$ cat config.mk
export PLATFORM = sky130hd
export DESIGN_NAME = uart_rx_sipo_flat
export DESIGN_NICKNAME = d
export VERILOG_FILES = /design/src/rtl/uart_rx_sipo_pkg.sv /design/src/rtl/uart_rx_sipo_if.sv /design/src/rtl/uart_rx_sipo_sync.sv /design/src/rtl/uart_rx_sipo.sv /design/src/flat_wrapper.sv
export SDC_FILE = /design/constraint.sdc
export NUM_CORES = 1
export LEC_CHECK = 0
export ABC_AREA = 1
export BUFFER_PORTS_ARGS = -buffer_cell sky130_fd_sc_hd__buf_2
export CAP_MARGIN = 10
export CORE_ASPECT_RATIO = 2
export CORE_MARGIN = 10
export CORE_UTILIZATION = 44
export DETAILED_ROUTE_END_ITERATION = 8
export PLACE_DENSITY = 0.63
export SETUP_SLACK_MARGIN = 0.4
export SLEW_MARGIN = 30
export SYNTH_ARGS = -nofsm -noshare
export SYNTH_HDL_FRONTEND = slang
export SYNTH_HIERARCHICAL = 1
export SYNTH_SLANG_ARGS = --single-unit
$ cat constraint.sdc
create_clock -name baud_clk -period 2.2 [get_ports baud_clk]
set_clock_uncertainty 0.2 [all_clocks]
set_input_delay 0.33 -clock baud_clk [delete_from_list [all_inputs] [get_ports baud_clk]]
set_output_delay 0.33 -clock baud_clk [all_outputs]
set_load 0.01 [all_outputs]
$ cat src/rtl/uart_rx_sipo_pkg.sv
// Shared types and constants for the oversampling UART receiver.
package uart_pkg;

    localparam int unsigned OVERSAMPLE_DEF = 16;

    // parity_type encoding, shared with the transmitter
    localparam logic [1:0] PAR_NONE0 = 2'b00;
    localparam logic [1:0] PAR_ODD   = 2'b01;
    localparam logic [1:0] PAR_EVEN  = 2'b10;
    localparam logic [1:0] PAR_NONE1 = 2'b11;

    typedef enum logic [2:0] {
        IDLE   = 3'd0,
        START  = 3'd1,
        DATA   = 3'd2,
        PARITY = 3'd3,
        STOP   = 3'd4
    } rx_state_t;

    typedef struct packed {
        logic [7:0] data;
        logic       parity_error;
        logic       stop_error;
    } rx_result_t;

    function automatic logic parity_enabled(input logic [1:0] pt);
        return (pt == PAR_ODD) || (pt == PAR_EVEN);
    endfunction

endpackage

$ cat src/rtl/uart_rx_sipo_if.sv
// Serial line, configuration and received-frame status of the UART receiver.
interface uart_rx_sipo_if;

    logic       data_rx;
    logic [1:0] parity_type;
    logic [7:0] data_out;
    logic       active_flag;
    logic       done_flag;
    logic       parity_error;
    logic       stop_error;

    modport master (
        output data_rx, parity_type,
        input  data_out, active_flag, done_flag, parity_error, stop_error
    );

    modport slave (
        input  data_rx, parity_type,
        output data_out, active_flag, done_flag, parity_error, stop_error
    );

endinterface

$ cat src/rtl/uart_rx_sipo_sync.sv
// Two-flop synchronizer for the asynchronous serial line; resets to the idle level.
module rx_sync (
    input  logic clk,
    input  logic rst,
    input  logic d,
    output logic q
);

    logic meta;

    always_ff @(posedge clk or posedge rst) begin
        if (rst) begin
            meta <= 1'b1;
            q    <= 1'b1;
        end else begin
            meta <= d;
            q    <= meta;
        end
    end

endmodule

$ cat src/rtl/uart_rx_sipo.sv
// Oversampling UART receiver: start/8 data/optional parity/stop, mid-bit sampling,
// byte and error flags held until the next completed frame.
module uart_rx_sipo
    import uart_pkg::*;
#(
    parameter int unsigned OVERSAMPLE = OVERSAMPLE_DEF
) (
    input  logic            baud_clk,
    input  logic            reset,
    uart_rx_sipo_if.slave   bus
);

    localparam int unsigned TW = (OVERSAMPLE > 1) ? $clog2(OVERSAMPLE) : 1;
    localparam logic [TW-1:0] TICK_MID = TW'(OVERSAMPLE / 2 - 1);
    localparam logic [TW-1:0] TICK_END = TW'(OVERSAMPLE - 1);

    logic rxs;

    rx_state_t     state_q,  state_n;
    logic [TW-1:0] tick_q,   tick_n;
    logic [2:0]    bit_q,    bit_n;
    logic [7:0]    shreg_q,  shreg_n;
    logic [1:0]    ptype_q,  ptype_n;
    logic          perr_q,   perr_n;
    rx_result_t    result_q, result_n;
    logic          active_q, active_n;
    logic          done_q,   done_n;

    rx_sync u_sync (
        .clk (baud_clk),
        .rst (reset),
        .d   (bus.data_rx),
        .q   (rxs)
    );

    always_ff @(posedge baud_clk or posedge reset) begin
        if (reset) begin
            state_q  <= IDLE;
            tick_q   <= '0;
            bit_q    <= '0;
            shreg_q  <= '0;
            ptype_q  <= PAR_NONE0;
            perr_q   <= 1'b0;
            result_q <= '0;
            active_q <= 1'b0;
            done_q   <= 1'b0;
        end else begin
            state_q  <= state_n;
            tick_q   <= tick_n;
            bit_q    <= bit_n;
            shreg_q  <= shreg_n;
            ptype_q  <= ptype_n;
            perr_q   <= perr_n;
            result_q <= result_n;
            active_q <= active_n;
            done_q   <= done_n;
        end
    end

    // Each sampling state runs the tick counter and acts once at its sample point.
    always_comb begin
        state_n  = state_q;
        tick_n   = tick_q + TW'(1);
        bit_n    = bit_q;
        shreg_n  = shreg_q;
        ptype_n  = ptype_q;
        perr_n   = perr_q;
        result_n = result_q;
        active_n = active_q;
        done_n   = 1'b0;

        case (state_q)
            IDLE: begin
                tick_n = '0;
                if (!rxs) begin
                    state_n  = START;
                    ptype_n  = bus.parity_type;
                    active_n = 1'b1;
                end
            end
            START: begin
                if (tick_q == TICK_MID) begin
                    tick_n = '0;
                    if (rxs) begin
                        // line went back high: glitch, not a start bit
                        state_n  = IDLE;
                        active_n = 1'b0;
                    end else begin
                        state_n = DATA;
                        bit_n   = '0;
                    end
                end
            end
            DATA: begin
                if (tick_q == TICK_END) begin
                    tick_n  = '0;
                    shreg_n = {rxs, shreg_q[7:1]};
                    bit_n   = bit_q + 3'd1;
                    if (bit_q == 3'd7) begin
                        state_n = parity_enabled(ptype_q) ? PARITY : STOP;
                    end
                end
            end
            PARITY: begin
                if (tick_q == TICK_END) begin
                    tick_n  = '0;
                    perr_n  = (ptype_q == PAR_EVEN) ? (^{shreg_q, rxs}) : ~(^{shreg_q, rxs});
                    state_n = STOP;
                end
            end
            STOP: begin
                if (tick_q == TICK_END) begin
                    tick_n                = '0;
                    state_n               = IDLE;
                    result_n.data         = shreg_q;
                    result_n.parity_error = parity_enabled(ptype_q) ? perr_q : 1'b0;
                    result_n.stop_error   = ~rxs;
                    done_n                = 1'b1;
                    active_n              = 1'b0;
                end
            end
            default: begin
                state_n  = IDLE;
                active_n = 1'b0;
            end
        endcase
    end

    assign bus.data_out     = result_q.data;
    assign bus.parity_error = result_q.parity_error;
    assign bus.stop_error   = result_q.stop_error;
    assign bus.active_flag  = active_q;
    assign bus.done_flag    = done_q;

endmodule

$ cat src/flat_wrapper.sv
// flat-port wrapper written by rule: the top's interface ports become plain ports
module uart_rx_sipo_flat import uart_pkg::*;
#(
    parameter int unsigned OVERSAMPLE = OVERSAMPLE_DEF
)
  (baud_clk, reset, bus_data_rx, bus_parity_type, bus_data_out, bus_active_flag, bus_done_flag, bus_parity_error, bus_stop_error);
  uart_rx_sipo_if bus_i ();
  input  logic baud_clk;
  input  logic reset;
  input wire logic [$bits(bus_i.data_rx)-1:0] bus_data_rx;
  input wire logic [$bits(bus_i.parity_type)-1:0] bus_parity_type;
  output wire logic [$bits(bus_i.data_out)-1:0] bus_data_out;
  output wire logic [$bits(bus_i.active_flag)-1:0] bus_active_flag;
  output wire logic [$bits(bus_i.done_flag)-1:0] bus_done_flag;
  output wire logic [$bits(bus_i.parity_error)-1:0] bus_parity_error;
  output wire logic [$bits(bus_i.stop_error)-1:0] bus_stop_error;
  assign bus_i.data_rx = bus_data_rx;
  assign bus_i.parity_type = bus_parity_type;
  assign bus_data_out = bus_i.data_out;
  assign bus_active_flag = bus_i.active_flag;
  assign bus_done_flag = bus_i.done_flag;
  assign bus_parity_error = bus_i.parity_error;
  assign bus_stop_error = bus_i.stop_error;
  uart_rx_sipo #(.OVERSAMPLE(OVERSAMPLE)) u_core (.baud_clk(baud_clk), .reset(reset), .bus(bus_i));
endmodule
# Yosys cells after proc, flatten, opt, wreduce, memory -nomap -nowiden
# Cells that the tools add are included.
dict set report totals {
  ff_bits 35
  out_inout_bits 12
}
dict set report op_classes {
  addsub 2
  n_eq_ne 17
  muxes 25
  bitwise 3
  reduce_logical 13
}
# cell count
set ops {}
lappend ops {{$mux 3} 10}
lappend ops {{$pmux 3 s5} 1}
lappend ops {{$pmux 4 s3} 1}
lappend ops {{$ne 2x1->1 const B} 5}
lappend ops {{$reduce_xor 9->1} 1}
lappend ops {{$mux 1} 8}
lappend ops {{$mux 4} 2}
lappend ops {{$reduce_and 2->1} 4}
lappend ops {{$eq 3x2->1 const B} 2}
lappend ops {{$eq 3x3->1 const B} 2}
lappend ops {{$ne 2x2->1 const B} 3}
lappend ops {{$pmux 3 s2} 1}
lappend ops {{$reduce_and 6->1} 1}
lappend ops {{$reduce_and 5->1} 1}
lappend ops {{$add 4x1->4 const B} 1}
lappend ops {{$eq 4x3->1 const B} 1}
lappend ops {{$eq 4x4->1 const B} 1}
lappend ops {{$pmux 1 s4} 1}
lappend ops {{$reduce_and 4->1} 1}
lappend ops {{$add 3x1->3 const B} 1}
lappend ops {{$eq 3x1->1 const B} 1}
lappend ops {{$logic_not 3->1} 1}
lappend ops {{$not 1->1} 3}
lappend ops {{$reduce_or 3->1} 1}
lappend ops {{other kinds (6)} 6}

# Depth between registers and ports, before layout
# Gate-level depths: netlist (run 1).
dict set report depth {
  word_depth 6
  mapped_depth 12
}

# Modules after synthesis
# Netlist (run 1), hierarchy kept.
# module n_inst cells_per_inst area_per_inst_um2 seq_area_each_um2
set by_module_without_submodules {}
lappend by_module_without_submodules {uart_rx_sipo 1 195 1631.6 825.8}
lappend by_module_without_submodules {rx_sync 1 3 56.3 52.6}

# Worst setup path after synthesis (run 1)
# OpenSTA, ideal clock, no wires.
dict set report synth_path {
  path_kind {flip-flop to flip-flop}
  startpoint {register u_core.tick_q[0]}
  endpoint {register u_core.bit_q[0]}
  setup_time_ns 0.119
  arrival_ns 1.270
  required_ns 1.881
  slack_ns 0.611
  stages_incl_launch_ff 10
  period_less_slack_ns 1.589
  path_cell_list {dfrtp_1 > ha_1 > nand2_1 > inv_1 > nand2_2 > inv_1 > nand2_4 > a21oi_4 > o21ai_0 > o21a_1}
}
dict set report synth_between {
  elab_chain_len 3
  elab_cells_between_ends 5
  cone_classes {4 x eq/ne; 1 x reduce/logical}
}
# element line
set synth_rtl {}
lappend synth_rtl {{from (decl)} uart_rx_sipo.sv:20} ;# logic [TW-1:0] tick_q, tick_n;
lappend synth_rtl {{from (signal assigned)} uart_rx_sipo.sv:49} ;# tick_q <= tick_n;
lappend synth_rtl {{$eq 4x4->1 or $eq 4x3->1 (tied branches)} {uart_rx_sipo.sv:95, uart_rx_sipo.sv:82}}
lappend synth_rtl {{$ne 2x1->1 (no source line)} n/a}
lappend synth_rtl {{$reduce_and 4->1 (no source line) (*)} n/a}
lappend synth_rtl {{to (signal assigned)} uart_rx_sipo.sv:50} ;# bit_q <= bit_n;
lappend synth_rtl {{to (decl)} uart_rx_sipo.sv:21} ;# logic [2:0] bit_q, bit_n;
# Every way passes the cells marked *; elsewhere a longest branch is shown, timed or not.
# A chain may end at the register's enable or synchronous reset.

# Final worst setup path (run 1)
# Ends and elaborated chain as after synthesis.

==> out/results.txt, run 1 <==
Outcome: finished clean
Fraction of layout cells with a size suffix above 1: 0.2159
Slew Viols, Final: 0
Port bufs: 16
Ports: 17
Library cells used by synthesis: 25
Seq/Total Area, Yosys: 0.5204
Placed inst area: 1828 um2
First-pass GRT wire length: 5623 um
CTS H-tree depth: 2
Vias in the first global route: 1321
Leak pwr: 1.076 nW
Synth area leaders: dfrtp_1 49%, nand2_1 11%, inv_1 6.0%, o21ai_0 5.0%, nor2_1 4.0%
Vias per inst: 4.681
All-Layer GR Usage: 0.1026
Tmin final: 1678 ps
Post-Syn Nets: 207
Fin util: 0.5412
Synth top area share: 0.4893
Design area: 1973 um2
Commonest non-fill, non-tap cells in the layout: 51 x nand2_1, 33 x dfrtp_1, 25 x inv_1, 18 x nor2_1, 17 x o21ai_0
Clk network pwr share: 0.261
DRT Pass-1 Iters: 4
Largest family of logic cells by synthesized area: simple AND/OR/NAND/NOR gates
Worst slew pin tran: 410.1 ps
Buffers & Inverters on Critical Path: 2
Worst EP arrival: 1660 ps
Slew HR: 0.7266
Setup ws final: 522.1 ps
Area grow syn2layout: 16.90%
Number of vias in the routed layout: 1292
RePlAce Congestion: 0.9470
Final Hold Fails: 0
Die Ht: 107.6 um
Hpwl dp: 2460 um
Hold_sp: bus_parity_type[1]
Compound-Gate Fraction of Synth Area: 0.09414
FMAX: 0.5960 GHz
Nets: 236
Synth Area per Inst: 8.525 um2
Root Buffer: clkbuf_8
Proportion of synthesized area in mux cells: 0.01334
CP required: 2180 ps
Startpoint types: flip-flop
P_sw: 0.6167 mW
CP cell instances: ha_2 -> nand2_1 -> inv_2 -> nand2_4 -> inv_2 -> nand2_4 -> a21oi_4 -> o21ai_0 -> o21a_1
Setup tns final: 0 ps
# rows: 31
Critical path launch point: u_core/tick_q[0]
Core area: 3646 um2
Cell count after synthesis: 198
Sequential share of power: 0.450
Crit Path Max Fanout: 6
Final period util: 0.7627
Area share of and/or/nand/nor cells after synthesis: 0.2557
Ys Warns: 6
Routed len/inst: 11.84 um
Max-cap violations: 0
DP Worst Slack: 418.2 ps
Initial antenna violation count: 0
RSZ-0062 raised after global routing: true
Setup Crit Path Kind: flip-flop to flip-flop
Xor and xnor area share after synthesis: 0.01038
Initial core utilization: 0.4629
Total congestion overflow: 0
Worst R2R Start: u_core/tick_q[0]
Starting DRC count in detailed routing: 21
Setup violators final: 0
Most common cell after layout, fill and taps aside: nand2_1
CP peak stage delay: 380 ps
Area leader, netlist: dfrtp_1
Number of CTS-inserted buffers: 5
VDD IR-drop max: 563.0 uV
HP Class: primary input to flip-flop
Clk slew on worst S/H paths: 70 ps
CP delay by family, top: compound AO/OA/AOI/OAI gates
Synth Cell Area: 1688 um2
Remaining antenna violation count: 0
Post-Synth Adder-Cell Area: 0.02965
Worst-skew pair later-pin latency: 280 ps
Bufs on Longest Clock Path: 2
Internal Power: 1.162 mW
# diodes: 0
Critical path capture point type: flip-flop
Switching share of total power: 0.3468
Yosys reg bits: 35
Largest net degree at the start of global routing: 34
Die span in x: 63.80 um
Total power per unit cell area: 901.3 nW/um2
Logic pwr share: 0.289
Die Area: 6864 um2
Final Routed Wirelength: 3268 um
Clock sinks: 35
CTS tree: built
Drc violations: 0
Worst path slowest cell: dfrtp_1
-- layout make-up --
type                            count  area, um2
Clock buffer                        6      82.58
Clock inverter                      1      5.005
Fill cell                         370       1673
Inverter                           30      112.6
Multi-Input combinational cell    131      688.2
Sequential cell                    35      878.3
Tap cell                           49      61.31
Timing Repair Buffer               24      145.1
-- routing by layer --
metal / wire, um / vias up / share of wire / GRT usage
met2: 1782 / 17 / 0.55 / 0.1860
met4: 139 / 0 / 0.043 / 0.08333
met3: 105 / 11 / 0.032 / 0.02607
met5: 0 / - / 0 / 0
li1: - / 680 / - / -
met1: 1241 / 584 / 0.38 / 0.09147
-- power groups by stage --
stage,clock network (mW),logic [mW],registers [mW]
after floorplan,0,0.397,0.801
after global placement,0,0.509,0.809
final,0.464,0.514,0.800
after CTS,0.490,0.520,0.799
after detailed placement,0,0.513,0.810
after global routing,0.508,0.595,0.811
-- synthesized netlist by cell type, drive strengths merged --
cell   count
nand3      9
dfstp      2
o21ai     17
ha         4
or2        1
buf        2
nor3       3
o21a       1
xnor2      1
nand4      2
a21oi     11
dfrtp     33
nand2     56
nor2      23
inv       30
mux2       2
xor2       1
-- worst register-to-register path, cell delays in order, from the launching register on --
cell,delay (ps)
dfrtp_1,380
ha_2,190
nand2_1,80
inv_2,80
nand2_4,70
inv_2,80
nand2_4,70
a21oi_4,200
o21ai_0,110
o21a_1,110
-- kinds of logic after synthesis --
group                      Yosys count
adders and majority gates            4
buffers and inverters               32
muxes                                2
DFF                                 35
AOI/OAI and AO/OA                   29
xor gates and xnor gates             2
and+or+nand+nor                     94
-- sequential cells by signal, summed over array words and instances, names as in the netlist --
signal and flops:
u_core/bus.data_out 8, u_core/shreg_q 8, u_core/tick_q 4, u_core/bit_q 3
u_core/state_q 3, u_core/ptype_q 2, u_core/bus.active_flag 1, u_core/bus.done_flag 1
u_core/bus.parity_error 1, u_core/bus.stop_error 1, u_core/perr_q 1, u_core/u_sync/meta 1
u_core/u_sync/q 1
-- path summary, 6_finish.rpt --
path	endpoint	slack, ps	cells past startpoint
setup / recovery	u_core/bit_q[0]	520	9
hold / removal	u_core/ptype_q[1]	60	2
setup reg to reg	u_core/bit_q[0]	520	9
hold reg to reg	u_core/u_sync/q	160	0
max in group asynchronous	u_core/ptype_q[1]	1020	4
min in group asynchronous	u_core/u_sync/meta	410	3
-- stage by stage --
step	hold WS (ps)	cells	total power, mW
6_report	58.35	276	1.778
5_1_grt	59.92	276	1.915
4_1_cts	47.72	272	1.809
3_5_place_dp	146.9	263	1.323
3_3_place_gp	146.0	263	1.318
2_1_floorplan	41.50	198	1.198
-- timing repair --
action                                  CTS  global route
resized for setup                         0             4
setup buffers                             0             4
hold buffers                              2             0
hold endpoints to repair                 36             0
endpoints found under the setup margin    0             9
Note: power is estimated with default switching activity, not from simulation.
==> inputs of run 2 (changes only) <==
==> constraint.sdc (replaced) <==
create_clock -name baud_clk -period 1.7 [get_ports baud_clk]
set_clock_uncertainty 0.2 [all_clocks]
set_input_delay 0.255 -clock baud_clk [delete_from_list [all_inputs] [get_ports baud_clk]]
set_output_delay 0.255 -clock baud_clk [all_outputs]
set_load 0.01 [all_outputs]
==> out/results.txt, run 2 (synthesis results as in run 1) <==
Tmin final: 1633 ps (was 1678 ps)
Hpwl dp: 2939 um (was 2460 um)
Slew HR: 0.7136 (was 0.7266)
Switching share of total power: 0.3618 (was 0.3468)
Design area: 2333 um2 (was 1973 um2)
Setup Crit Path Kind: flip-flop to flip-flop (unchanged)
Die Area: 6864 um2 (unchanged)
Total power per unit cell area: 1143 nW/um2 (was 901.3 nW/um2)
Total congestion overflow: 0 (unchanged)
CP required: 1670 ps (was 2180 ps)
Drc violations: 0 (unchanged)
Critical path capture point type: flip-flop (unchanged)
Worst slew pin tran: 429.6 ps (was 410.1 ps)
Reg2reg end: u_core/bus.data_out[0] (was u_core/bit_q[0])
Internal Power: 1.702 mW (was 1.162 mW)
# diodes: 0 (unchanged)
Port bufs: 16 (unchanged)
Number of vias in the routed layout: 1479 (was 1292)
Nets: 257 (was 236)
Initial antenna violation count: 0 (unchanged)
CP peak stage delay: 410 ps (was 380 ps)
Remaining antenna violation count: 0 (unchanged)
Sequential share of power: 0.402 (was 0.450)
Placed inst area: 1941 um2 (was 1828 um2)
Number of CTS-inserted buffers: 5 (unchanged)
# rows: 31 (unchanged)
Worst R2R Start: u_core/tick_q[0] (unchanged)
Max-cap violations: 0 (unchanged)
Fin util: 0.6400 (was 0.5412)
P_sw: 0.9648 mW (was 0.6167 mW)
Worst path slowest cell: dfrtp_1 (unchanged)
DP Worst Slack: 51.37 ps (was 418.2 ps)
Core area: 3646 um2 (unchanged)
CP delay by family, top: flip-flops (was compound AO/OA/AOI/OAI gates)
Leak pwr: 1.194 nW (was 1.076 nW)
Ports: 17 (unchanged)
Clk network pwr share: 0.214 (was 0.261)
Worst-skew pair later-pin latency: 280 ps (about the same)
Outcome: finished clean (unchanged)
HP Class: primary input to flip-flop (unchanged)
CP cell instances: ha_4 -> nand2_4 -> inv_4 -> nand2_8 -> nor2_4 -> mux2_4 (was ha_2 -> nand2_1 -> inv_2 -> nand2_4 -> inv_2 -> nand2_4 -> a21oi_4 -> o21ai_0 -> o21a_1)
FF-to-FF setup slack: 70 ps (was 520 ps)
VDD IR-drop max: 919.4 uV (was 563.0 uV)
RePlAce Congestion: 0.8294 (was 0.9470)
Critical path launch point: u_core/tick_q[0] (unchanged)
Bufs on Longest Clock Path: 2 (unchanged)
Final Hold Fails: 0 (unchanged)
Vias in the first global route: 1574 (was 1321)
Most common cell after layout, fill and taps aside: nand2_1 (unchanged)
Crit Path Max Fanout: 5 (was 6)
Final period util: 0.9608 (was 0.7627)
Final Routed Wirelength: 4148 um (was 3268 um)
CTS H-tree depth: 2 (unchanged)
All-Layer GR Usage: 0.1262 (was 0.1026)
FMAX: 0.6123 GHz (was 0.5960 GHz)
Clock sinks: 35 (unchanged)
DRT Pass-1 Iters: 4 (unchanged)
Startpoint types: flip-flop (unchanged)
First-pass GRT wire length: 6837 um (was 5623 um)
CTS tree: built (unchanged)
Root Buffer: clkbuf_8 (unchanged)
Critical Path End: u_core/bus.data_out[0] (was u_core/bit_q[0])
Setup tns final: 0 ps (unchanged)
Logic pwr share: 0.384 (was 0.289)
Slew Viols, Final: 0 (unchanged)
Commonest non-fill, non-tap cells in the layout: 41 x nand2_1, 31 x dfrtp_1, 23 x buf_4, 16 x buf_2, 16 x inv_1 (was 51 x nand2_1, 33 x dfrtp_1, 25 x inv_1, 18 x nor2_1, 17 x o21ai_0)
Setup violators final: 0 (unchanged)
R2R depth: 6 (was 9)
Area grow syn2layout: 38.25% (was 16.90%)
Die Ht: 107.6 um (unchanged)
Largest net degree at the start of global routing: 34 (unchanged)
Clk slew on worst S/H paths: 70 ps (about the same)
Fraction of layout cells with a size suffix above 1: 0.4538 (was 0.2159)
Die span in x: 63.80 um (unchanged)
Vias per inst: 4.963 (was 4.681)
Initial core utilization: 0.4629 (unchanged)
Routed len/inst: 13.92 um (was 11.84 um)
Worst EP arrival: 1600 ps (was 1660 ps)
Crit. path cell count: 6 (was 9)
RSZ-0062 raised after global routing: true (unchanged)
Setup ws final: 66.70 ps (was 522.1 ps)
Buffers & Inverters on Critical Path: 1 (was 2)
Starting DRC count in detailed routing: 37 (was 21)
==> run 2: routing by layer <==
layer	routed length (um)	global-route usage
met4	153	0.09591
met2	2479	0.2432
met5	0	0
met3	143	0.03233
met1	1371	0.1024
==> run 2: layout make-up <==
type                            instances  area (um2)
Fill cell                             343        1313
Sequential cell                        35       880.8
Multi-Input combinational cell        131       875.8
Timing Repair Buffer                   45       316.6
Inverter                               30       117.6
Clock buffer                            7       76.32
Tap cell                               49       61.31
Clock inverter                          1       5.005
==> run 2: worst reg2reg max path, stage by stage (launching register included) <==
cell and delay [ps]:
dfrtp_1 410, ha_4 170, nand2_4 60, inv_4 80, nand2_8 70, nor2_4 210, mux2_4 320
==> run 2: repair_timing <==
| action | in CTS | in global routing |
|---|---|---|
| hold endpoints to repair | 37 | 0 |
| endpoints found under the setup margin | 33 | 37 |
| pin swaps | 10 | 11 |
| hold buffers | 3 | 0 |
| resized for setup | 23 | 27 |
| cloned | 0 | 2 |
| setup buffers | 7 | 9 |
==> run 2: worst min-delay path by stage <==
stage                                  start                 end  cells after the start
final                     bus_parity_type[0]   u_core/ptype_q[0]                      3
after global placement                 reset     u_core/u_sync/q                      2
after global routing      bus_parity_type[0]   u_core/ptype_q[0]                      3
after floorplan                        reset  u_core/u_sync/meta                      1
after detailed placement               reset  u_core/u_sync/meta                      2
after CTS                 bus_parity_type[0]   u_core/ptype_q[0]                      3
==> run 2: power by group through the flow <==
stage	Clock (mW)	Combinational, mW	Sequential [mW]
floorplan	0	0.557	1.04
global placement	0	0.791	1.05
detailed placement	0	0.810	1.05
CTS	0.594	0.978	1.06
global route	0.625	1.14	1.09
finish	0.571	1.02	1.07
==> run 2: through the flow <==
stage	hold WS [ps]	total power, mW	instances
after detailed placement	106.5	1.862	269
after global placement	83.10	1.839	269
after CTS	19.20	2.637	287
after global routing	24.89	2.856	298
final	22.17	2.667	298
after floorplan	-33.50	1.598	198
==> inputs of run 3 (changes only) <==
--- a/config.mk
+++ b/config.mk
@@ -12,7 +12,7 @@
 export CORE_MARGIN = 10
 export CORE_UTILIZATION = 44
 export DETAILED_ROUTE_END_ITERATION = 8
-export PLACE_DENSITY = 0.63
+export PLACE_DENSITY = 0.66
 export SETUP_SLACK_MARGIN = 0.4
 export SLEW_MARGIN = 30
 export SYNTH_ARGS = -nofsm -noshare
==> constraint.sdc (replaced) <==
create_clock -name baud_clk -period 1.4 [get_ports baud_clk]
set_clock_uncertainty 0.2 [all_clocks]
set_input_delay 0.28 -clock baud_clk [delete_from_list [all_inputs] [get_ports baud_clk]]
set_output_delay 0.28 -clock baud_clk [all_outputs]
set_load 0.01 [all_outputs]
==> out/results.txt, run 3 (synthesis results as in run 1) <==
FMAX: 0.5879 GHz (was 0.6123 GHz)
Worst Hold End: u_core/ptype_q[1] (was u_core/ptype_q[0])
Top sig layer: met4 (unchanged)
Remaining antenna violation count: 0 (unchanged)
Final cell count without fillers: 326 (was 298)
Final Routed Wirelength: 4879 um (was 4148 um)
FF-to-FF setup slack: -300 ps (was 70 ps)
Buffers & Inverters on Critical Path: 2 (was 1)
Clk slew on worst S/H paths: 70 ps (about the same)
Ports: 17 (unchanged)
# rows: 31 (unchanged)
Max-cap violations: 0 (unchanged)
Initial antenna violation count: 0 (unchanged)
First-pass GRT wire length: 6996 um (was 6837 um)
Worst path slowest cell: dfrtp_1 (unchanged)
Drc violations: 0 (unchanged)
Setup Crit Path Kind: flip-flop to flip-flop (unchanged)
Hold_sp: bus_parity_type[1] (was bus_parity_type[0])
Area grow syn2layout: 59.53% (was 38.25%)
Nets: 285 (was 257)
Tmin final: 1701 ps (was 1633 ps)
Total power per unit cell area: 1304 nW/um2 (was 1143 nW/um2)
Initial core utilization: 0.4629 (unchanged)
Tot Pwr: 3.512 mW (was 2.667 mW)
Core area: 3646 um2 (unchanged)
Vias per inst: 4.979 (was 4.963)
Outcome: finished, violations left (was finished clean)
Number of CTS-inserted buffers: 5 (unchanged)
CP delay by family, top: flip-flops (unchanged)
R2R depth: 7 (was 6)
Worst slew pin tran: 295.7 ps (was 429.6 ps)
Die span in x: 63.80 um (unchanged)
Setup violators final: 33 (was 0)
Final Hold Fails: 0 (unchanged)
Worst-skew pair later-pin latency: 300 ps (was 280 ps)
Met1 WL: 1589 um (was 1371 um)
Met2 WL post-DR: 2916 um (was 2479 um)
Largest net degree at the start of global routing: 21 (was 34)
Die Ht: 107.6 um (unchanged)
Crit Path Max Fanout: 5 (unchanged)
Worst R2R Start: u_core/tick_q[1] (was u_core/tick_q[0])
Hpwl dp: 2975 um (was 2939 um)
Number of vias in the routed layout: 1623 (was 1479)
Final period util: 1.215 (was 0.9608)
Root Buffer: clkbuf_8 (unchanged)
Bufs on Longest Clock Path: 2 (unchanged)
CTS H-tree depth: 2 (unchanged)
Total congestion overflow: 0 (unchanged)
Slew Viols, Final: 0 (unchanged)
Slew HR: 0.8029 (was 0.7136)
Failing checks: setup timing
Port bufs: 16 (unchanged)
DRT Pass-1 Iters: 4 (unchanged)
Most common cell after layout, fill and taps aside: buf_4 (was nand2_1)
CTS tree: built (unchanged)
All-Layer GR Usage: 0.1288 (was 0.1262)
CP required: 1380 ps (was 1670 ps)
Number of cells after detailed placement: 291 (was 269)
Startpoint types: flip-flop (unchanged)
WL met3: 161 um (was 143 um)
Hold Crit Depth: 2 (was 3)
CP cell instances: ha_2 -> nand2_4 -> inv_4 -> nand2_8 -> nor2_4 -> buf_12 -> mux2_4 (was ha_4 -> nand2_4 -> inv_4 -> nand2_8 -> nor2_4 -> mux2_4)
# diodes: 0 (unchanged)
Die Area: 6864 um2 (unchanged)
Leak pwr: 1.368 nW (was 1.194 nW)
Clock sinks: 35 (unchanged)
Vias in the first global route: 1619 (was 1574)
Setup ws final: -300.9 ps (was 66.70 ps)
Commonest non-fill, non-tap cells in the layout: 45 x buf_4, 43 x nand2_1, 32 x dfrtp_1, 18 x inv_1 (was 41 x nand2_1, 31 x dfrtp_1, 23 x buf_4, 16 x buf_2, 16 x inv_1)
Routed len/inst: 14.97 um (was 13.92 um)
Starting DRC count in detailed routing: 30 (was 37)
Worst EP arrival: 1680 ps (was 1600 ps)
Setup tns final: -5889 ps (was 0 ps)
DP Worst Slack: -207.8 ps (was 51.37 ps)
Reg2reg end: u_core/bus.data_out[0] (unchanged)
RePlAce Congestion: 0.9344 (was 0.8294)
VDD IR-drop max: 996.9 uV (was 919.4 uV)
CP peak stage delay: 360 ps (was 410 ps)
Critical path launch point: u_core/tick_q[1] (was u_core/tick_q[0])
RSZ-0062 raised after global routing: true (unchanged)
Fraction of layout cells with a size suffix above 1: 0.5162 (was 0.4538)
Critical path capture point type: flip-flop (unchanged)
Crit. path cell count: 7 (was 6)
HP Class: primary input to flip-flop (unchanged)
## run 3: cell types whose count changed in the layout (fill, tap and decap cells not counted), sizes merged
cell / before / now
buf: 42 / 67
clkbuf: 7 / 11
clkinvlp: 0 / 2
clkinv: 1 / 0
dlygate4sd3: 3 / 2
inv: 30 / 29
## run 3: where the power goes
group	switching, mW	leakage (nW)	total [mW]	internal (mW)
clock	0.373	0.0515	0.822	0.449
combinational	0.727	0.850	1.42	0.689
sequential	0.122	0.466	1.27	1.15
## run 3: stage by stage
stage / instance area (um2) / util / hold slack (ps)
6_report: 2693 / 0.7385 / 15.97
5_1_grt: 2693 / 0.7385 / 20.82
4_1_cts: 2344 / 0.6428 / 9.589
3_3_place_gp: 2135 / 0.5855 / 77.66
2_1_floorplan: 1762 / - / -8.500
3_5_place_dp: 2135 / 0.5855 / 88.31
## run 3: worst max path at each step
stage | end | slack (ps)
after floorplan | u_core/bus.data_out[0] | -150
after global placement | u_core/state_q[1] | -150
after detailed placement | u_core/state_q[1] | -210
after CTS | u_core/state_q[0] | -190
after global routing | u_core/bus.data_out[0] | -360
final | u_core/bus.data_out[0] | -300
## run 3: final cells by class
cell class | instances | area, um2
Fill cell | 282 | 953.4
Timing Repair inverter | 1 | 5.005
Timing Repair Buffer | 72 | 631.9
Inverter | 30 | 121.4
Multi-Input combinational cell | 131 | 893.4
Clock buffer | 8 | 100.1
Sequential cell | 35 | 879.6
Tap cell | 49 | 61.31
## run 3: layer usage
layer  track usage  vias up
met5             0        -
met4       0.08648        0
met3       0.03650       14
met2        0.2403       35
met1        0.1139      797
li1              -      777
## run 3: what timing repair did
| item | in CTS | in global routing |
|---|---|---|
| gates cloned | 0 | 5 |
| setup endpoints to repair | 45 | 78 |
| resized for setup | 14 | 38 |
| hold endpoints to repair | 16 | 35 |
| setup buffers | 6 | 14 |
| hold buffers | 2 | 1 |
| pin swaps | 13 | 12 |
